$ cat config.mk
export PLATFORM = sky130hd
export DESIGN_NAME = fetch_ifid
export DESIGN_NICKNAME = d
export VERILOG_FILES = /design/src/rtl/fetch_ifid.sv
export SDC_FILE = /design/constraint.sdc
export NUM_CORES = 1
export LEC_CHECK = 0
export CORE_MARGIN = 2
export CORE_UTILIZATION = 54
export DETAILED_ROUTE_END_ITERATION = 8
export DONT_BUFFER_PORTS = 1
export PLACE_DENSITY = 0.74
export SLEW_MARGIN = 20
export SYNTH_ARGS = -nofsm -noshare
export SYNTH_HDL_FRONTEND = slang
export SYNTH_SLANG_ARGS = --single-unit
export TNS_END_PERCENT = 20
$ cat constraint.sdc
create_clock -name clk -period 2.1 [get_ports clk]
set_clock_uncertainty 0.2 [all_clocks]
set_input_delay 0.42 -clock clk [delete_from_list [all_inputs] [get_ports clk]]
set_output_delay 0.42 -clock clk [all_outputs]
set_load 0.02 [all_outputs]
$ cat src/rtl/fetch_ifid.sv
// fetch_ifid: instruction-fetch stage with PC ownership, instruction-memory
// handshake and the IF/ID pipeline register feeding decode.
//
// Handshake: imem_req is the fetch valid and imem_rdy is the memory's ready.
// A fetch completes only in a cycle where both are high and the stage is free
// to consume the word (no stall, no redirect). imem_rdy describes only the
// current imem_addr in the current cycle. No request is ever outstanding, so
// the address may move on any edge.
//
// The FSM state is exposed directly on the halted output (HALTED <=> halted=1).
module fetch_ifid #(
  parameter logic [15:0] RESET_PC  = 16'h0000,
  parameter logic [15:0] NOP_INSTR = 16'h0800,
  parameter logic [4:0]  HALT_OPC  = 5'b00000
) (
  input  logic        clk,
  input  logic        rst,
  input  logic        stall,
  input  logic        redirect,
  input  logic [15:0] redirect_pc,
  output logic        imem_req,
  output logic [15:0] imem_addr,
  input  logic        imem_rdy,
  input  logic [15:0] imem_data,
  output logic [15:0] instr_out,
  output logic [15:0] PC_2_out,
  output logic        valid_out,
  output logic        halted,
  output logic        err
);

  typedef enum logic {
    S_FETCH  = 1'b0,
    S_HALTED = 1'b1
  } state_t;

  state_t      state, state_next;
  logic [15:0] pc, pc_next;
  logic [15:0] pc_plus2;
  logic [15:0] instr_next, pc2_next;
  logic        valid_next;
  logic        err_next;
  logic        accept;

  // Request and address come from state and PC only, so there is no
  // combinational path from any input to the memory interface.
  assign imem_req  = (state == S_FETCH);
  assign imem_addr = pc;
  assign halted    = (state == S_HALTED);

  assign pc_plus2 = pc + 16'd2;
  assign accept   = (state == S_FETCH) && imem_rdy && !stall && !redirect;

  // Next-state, next-PC and next IF/ID contents; redirect beats stall beats
  // accept beats miss.
  always_comb begin
    state_next = state;
    pc_next    = pc;
    instr_next = instr_out;
    pc2_next   = PC_2_out;
    valid_next = valid_out;
    err_next   = err | (imem_req & pc[0]) | (redirect & redirect_pc[0]);

    if (redirect) begin
      // Squash whatever is in IF/ID; also revives fetch after a wrong-path HALT.
      pc_next    = redirect_pc;
      instr_next = NOP_INSTR;
      pc2_next   = 16'h0000;
      valid_next = 1'b0;
      state_next = S_FETCH;
    end else if (stall) begin
      // Hold everything; any word on imem_data is simply not consumed.
    end else if (accept) begin
      instr_next = imem_data;
      pc2_next   = pc_plus2;
      valid_next = 1'b1;
      pc_next    = pc_plus2;
      if (imem_data[15:11] == HALT_OPC) begin
        state_next = S_HALTED;
      end
    end else begin
      // Miss in FETCH or idle in HALTED: feed decode a bubble so the previous
      // instruction is never executed twice.
      instr_next = NOP_INSTR;
      pc2_next   = 16'h0000;
      valid_next = 1'b0;
    end
  end

  // State, PC, IF/ID register and sticky error flag.
  always_ff @(posedge clk or posedge rst) begin
    if (rst) begin
      state     <= S_FETCH;
      pc        <= RESET_PC;
      instr_out <= NOP_INSTR;
      PC_2_out  <= 16'h0000;
      valid_out <= 1'b0;
      err       <= 1'b0;
    end else begin
      state     <= state_next;
      pc        <= pc_next;
      instr_out <= instr_next;
      PC_2_out  <= pc2_next;
      valid_out <= valid_next;
      err       <= err_next;
    end
  end

endmodule

# == Word level (Yosys, flattened, before mapping) ==
# Index checks and enable logic that the tools add are counted.
# totals
ff_bits,51
latchBits,0
mem_bits_rw,0
rom_bits,0
inputBits,37
output_inout_bits,52
word_cells,39
mem_count,0
# op_classes
addsub,1
n_mul,0
n_div,0
n_lt_le_gt_ge,0
eq_ne,1
n_shift,0
muxes,16
bitwise,5
reduce_logical,10
# op_table
cell,count
$mux 16,9
$add 16x2->16 const B,1
$mux 1,7
$logic_not 5->1,1
$reduce_bool 2->1,2
$logic_and 1x1->1,3
$reduce_and 3->1,1
$and 1x1->1,2
$logic_not 1->1,2
$ne 2x1->1 const B,1
$or 1x1->1,2
$reduce_and 2->1,1
$not 1->1,1

# == Longest topological paths before layout ==
# depth
ltp_word,7
mapped_depth,6
ltp_nobuf,5

# == Least setup slack after synthesis ==
# OpenSTA, ideal clock, no wires.
# synth_path
path_type,flip-flop to flip-flop
start,register pc[1] (netlist: imem_addr[1])
end,register PC_2_out[15]
setup_ns,0.121
arrival_ns,1.696
required_ns,1.779
path_slack_ns,0.083
stages_incl_launch_ff,7
n_path_buf,1
period_less_slack_ns,2.017
path_cell_list,dfrtp_1 -> ha_1 -> nand3_1 -> buf_4 -> nor4_2 -> xor2_1 -> a22o_1
# synth_via
elab_chain_len,4
# synth_lines
element,line_no,rtl
"start, declared",38,"logic [15:0] pc, pc_next;"
"start signal, assigned",101,pc <= pc_next;
$add 16x2->16,51,assign pc_plus2 = pc + 16'd2;
$mux 16,73,end else if (accept) begin
$mux 16,71,end else if (stall) begin
$mux 16,64,if (redirect) begin
"end signal, assigned",103,PC_2_out <= pc2_next;
"end, declared",26,"output logic [15:0] PC_2_out,"
# Every way passes these cells. The select of a mux whose other input is x is not followed.
# A chain may end at the register's enable or synchronous reset.

# == Worst setup path in the final report ==
# layout_path
start,register state (netlist: halted)
end,register pc[12] (netlist: imem_addr[12])
# layout_via
elab_chain_len,6
# layout_lines
element,line_no,rtl
"start, declared",37,"state_t state, state_next;"
"start signal, assigned",100,state <= state_next;
$not 1->1,52,assign accept = (state == S_FETCH) && imem_rdy && !stall && !redirect;
$logic_and 1x1->1 (3 in a row),52,
$reduce_bool 2->1 (no line),-,
$reduce_and 2->1 (no line),-,
# Every way passes these cells.

==> impl_results.md <==
* Synth Cell Area at 2430 µm²
* Placer congestion estimate at 0.812
* Worst slack at placement at about 0.11 ns
* Syn Area/Cell at 11.2 µm²
* Share of layout cells above drive strength 1 at 18.1%
* Routed via count at 1756
* Dominant synthesized flop cell: dfrtp_1
* Synth-to-layout area growth at 13.2%
* Hold Crit Class: in -> reg
* Global-route usage over all layers at between 20% and 30%
* EDFF count, synth at 0
* Top cell type by total area after synthesis: dfrtp_1
* Final setup margin at 0.159 ns
* Worst hold stages at 1
* Async SR Flop Fraction at 100%
* DR pass1 iterations at 4
* Cell family with most CP delay: simple AND/OR/NAND/NOR gates
* Fin crit period at 1.94 ns
* Setup TNS at 0 ns
* Crit path max fanout at 5
* CP arrival at 1.93 ns
* Seq. cell area at 1280 µm²
* Fillcell total at 352
* Fin nets at 269
* Synth Net Count at 255
* CTS resizes at 0
* Die X at 71.1 µm
* CP Class: reg -> reg
* Startpoint class of the critical path: flop
* Total Wirelength at 5550 µm
* RR Endpoint: imem_addr[12]
* Largest net degree at the start of global routing at 38
* WL/cell at 19.5 µm
* Final Hold Viols at 0
* Worst-Skew Late Latency at ~0.3 ns
* CTS Sinks at 51
* Gr ovfl total at 0
* Vias in the first global route at around 1800
* Fin Hold WS at 0.00717 ns
* WP buf/inv at 1
* Leakage at approximately 1.3 nW
* Input/output buffers at 0
* Antenna Cells at 0
* Vert. Die Dim at 71.1 µm
* Hold wc startpoint: redirect
* Least-Margin Pin Slew at 0.486 ns
* Initial antenna violation count at 0
* Drt drc at 0
* Initial Util at 55.8%
* Initial DRC count at 103
* Period utilisation layout at 92.4%
* Ports at just under 90
* Register bit total from synthesis at 51
* DIE AREA at a little over 5000 µm²
* Max_cap viols at 0
* # H-tree levels at 2
* Post-synth top cells: dfrtp_1, a22o_1, nand2_1
* Share of the synthesized area in the top cell type at approximately 51%
* Clk buf depth at 2
* Yosys cell types at 36
* Worst reg2reg path depth at 5
* Cells after Synth at ~220
* Clock Pin Slew Worst Setup and Hold Paths at 0.09 ns
* Worst-case headroom to the max-slew limit at 67.5%
* Register area share after synthesis at 52.6%
* Max IR drop VDD at 0.348 mV
* Worst setup EP type: flop
* Top-count cell post-synth: dfrtp_1
* DP HPWL at 3950 µm
* Hold Path End: PC_2_out[1]
* Required @ worst endpoint at 2.09 ns
* Worst stage delay on the critical path at 0.48 ns
* Power density over the cells at 807 nW/µm²
* Fmax at 515 MHz
* Synth area leaders: dfrtp_1, a22o_1, xnor2_1, xor2_1, nand2_1
* Max Slew Vio Count at 0
* Antenna Violating Nets Remaining at 0
* Worst reg2reg path startpoint: halted
* Root Buffer: clkbuf_8
* Run status: finished, final reports clean
* Number of cell rows at 24
* # setup viols final at 0
* DR vias/cell at just over 6
* Core ar. at 4350 µm²
* Reg-to-reg slack, setup at 0.16 ns
* Slowest CP cell: or3b_1
* Num CTS Buffers at 5
* CTS tree: done
* RSZ-0062 raised after global routing: no
* Yosys Warn Count at 0
* Multi-input logic area at 1050 µm²
* First-pass GRT wire length at between 8000 and 9000 µm
* Critical Path, Cell by Cell: or3b_1 > buf_4 > nor4_4 > xnor2_1 > o21ai_1
## where the power goes
group	switching (W)	internal [W]
sequential	0.0000941	0.00104
clock	0.000321	0.000476
combinational	0.000172	0.000118
## per-layer routing
metal	up-vias	wire [µm]	GRT usage (%)	share of wire, %
met5	-	0	0	0
li1	798	-	-	-
met4	0	93	7.76	1.7
met3	8	357	6.13	6.4
met2	81	2680	38.7	48
met1	869	2420	28.2	44
## layout make-up
cell class	instances	share of cell area, %
timing repair buffer	25	7.55
clock buffer	6	2.64
tap	52	2.37
clock inverter	2	2.18
multi-input combinational	143	38.1
inverter	5	0.682
sequential	51	46.5
## kinds of logic after synthesis
| group | count (synthesis) | share of synthesized area, % |
|---|---|---|
| AO/OA/AOI/OAI | 53 | 16.0 |
| multiplexers | 1 | 0.412 |
| XOR/XNOR | 26 | 9.37 |
| buffers and inverters | 23 | 4.48 |
| adder cells (fa/ha/maj) | 1 | 0.515 |
| flip-flops | 51 | 52.6 |
| AND/OR/NAND/NOR | 62 | 16.6 |
## through the flow
| step | power [W] | instances | area [µm²] | util [%] |
|---|---|---|---|---|
| 2_1_floorplan | 0.00135 | 217 | 2430 | - |
| 3_3_place_gp | 0.00142 | 273 | 2590 | 59.4 |
| 3_5_place_dp | 0.00144 | 273 | 2590 | 59.4 |
| 4_1_cts | 0.00222 | 283 | 2740 | 62.9 |
| 5_1_grt | 0.00230 | 284 | 2750 | 63.2 |
| 6_report | 0.00222 | 284 | 2750 | 63.2 |
## repair_timing
action,CTS,global route
hold endpoints to repair,12,1
hold buffers,2,1
buffers inserted,0,0
## registers in the layout, indices dropped and copies added, names as in the netlist
name	count
halted	1
PC_2_out	16
instr_out	16
valid_out	1
err	1
imem_addr	16
## layout by cell type, fill, tap and decap left out, drive strengths merged
cell type    synthesis  layout
a21boi               1       1
or3b                 1       1
nor3                 7       7
nand2b               1       1
bufinv               0       2
clkbuf               9       6
o31ai                1       1
o21ai               16      16
mux2i                1       1
buf                  9      22
and4                 2       2
inv                  5       5
or4bb                1       1
dfstp                1       1
o31a                 1       1
a22o                30      30
nor3b                1       1
ha                   1       1
nor4                 6       6
and3b                1       1
nor2b                1       1
a21oi                3       3
a21o                 1       1
and2                 1       1
nor2                 7       7
dfrtp               50      50
nand3                6       6
nand2               21      21
dlygate4sd3          0       3
nand4                6       6
xor2                11      11
xnor2               15      15
## how the worst max path moves through the flow
stage | start | to | slack, ns | cells after the start
detailed placement | stall | imem_addr[12] | 0.11 | 5
finish | halted | imem_addr[12] | 0.16 | 5
floorplan | imem_addr[1] | PC_2_out[15] | 0.08 | 6
CTS | halted | imem_addr[12] | 0.15 | 5
global placement | stall | imem_addr[11] | 0.18 | 5
global route | halted | imem_addr[12] | 0.09 | 5
Note: power is estimated with default switching activity, not from simulation.
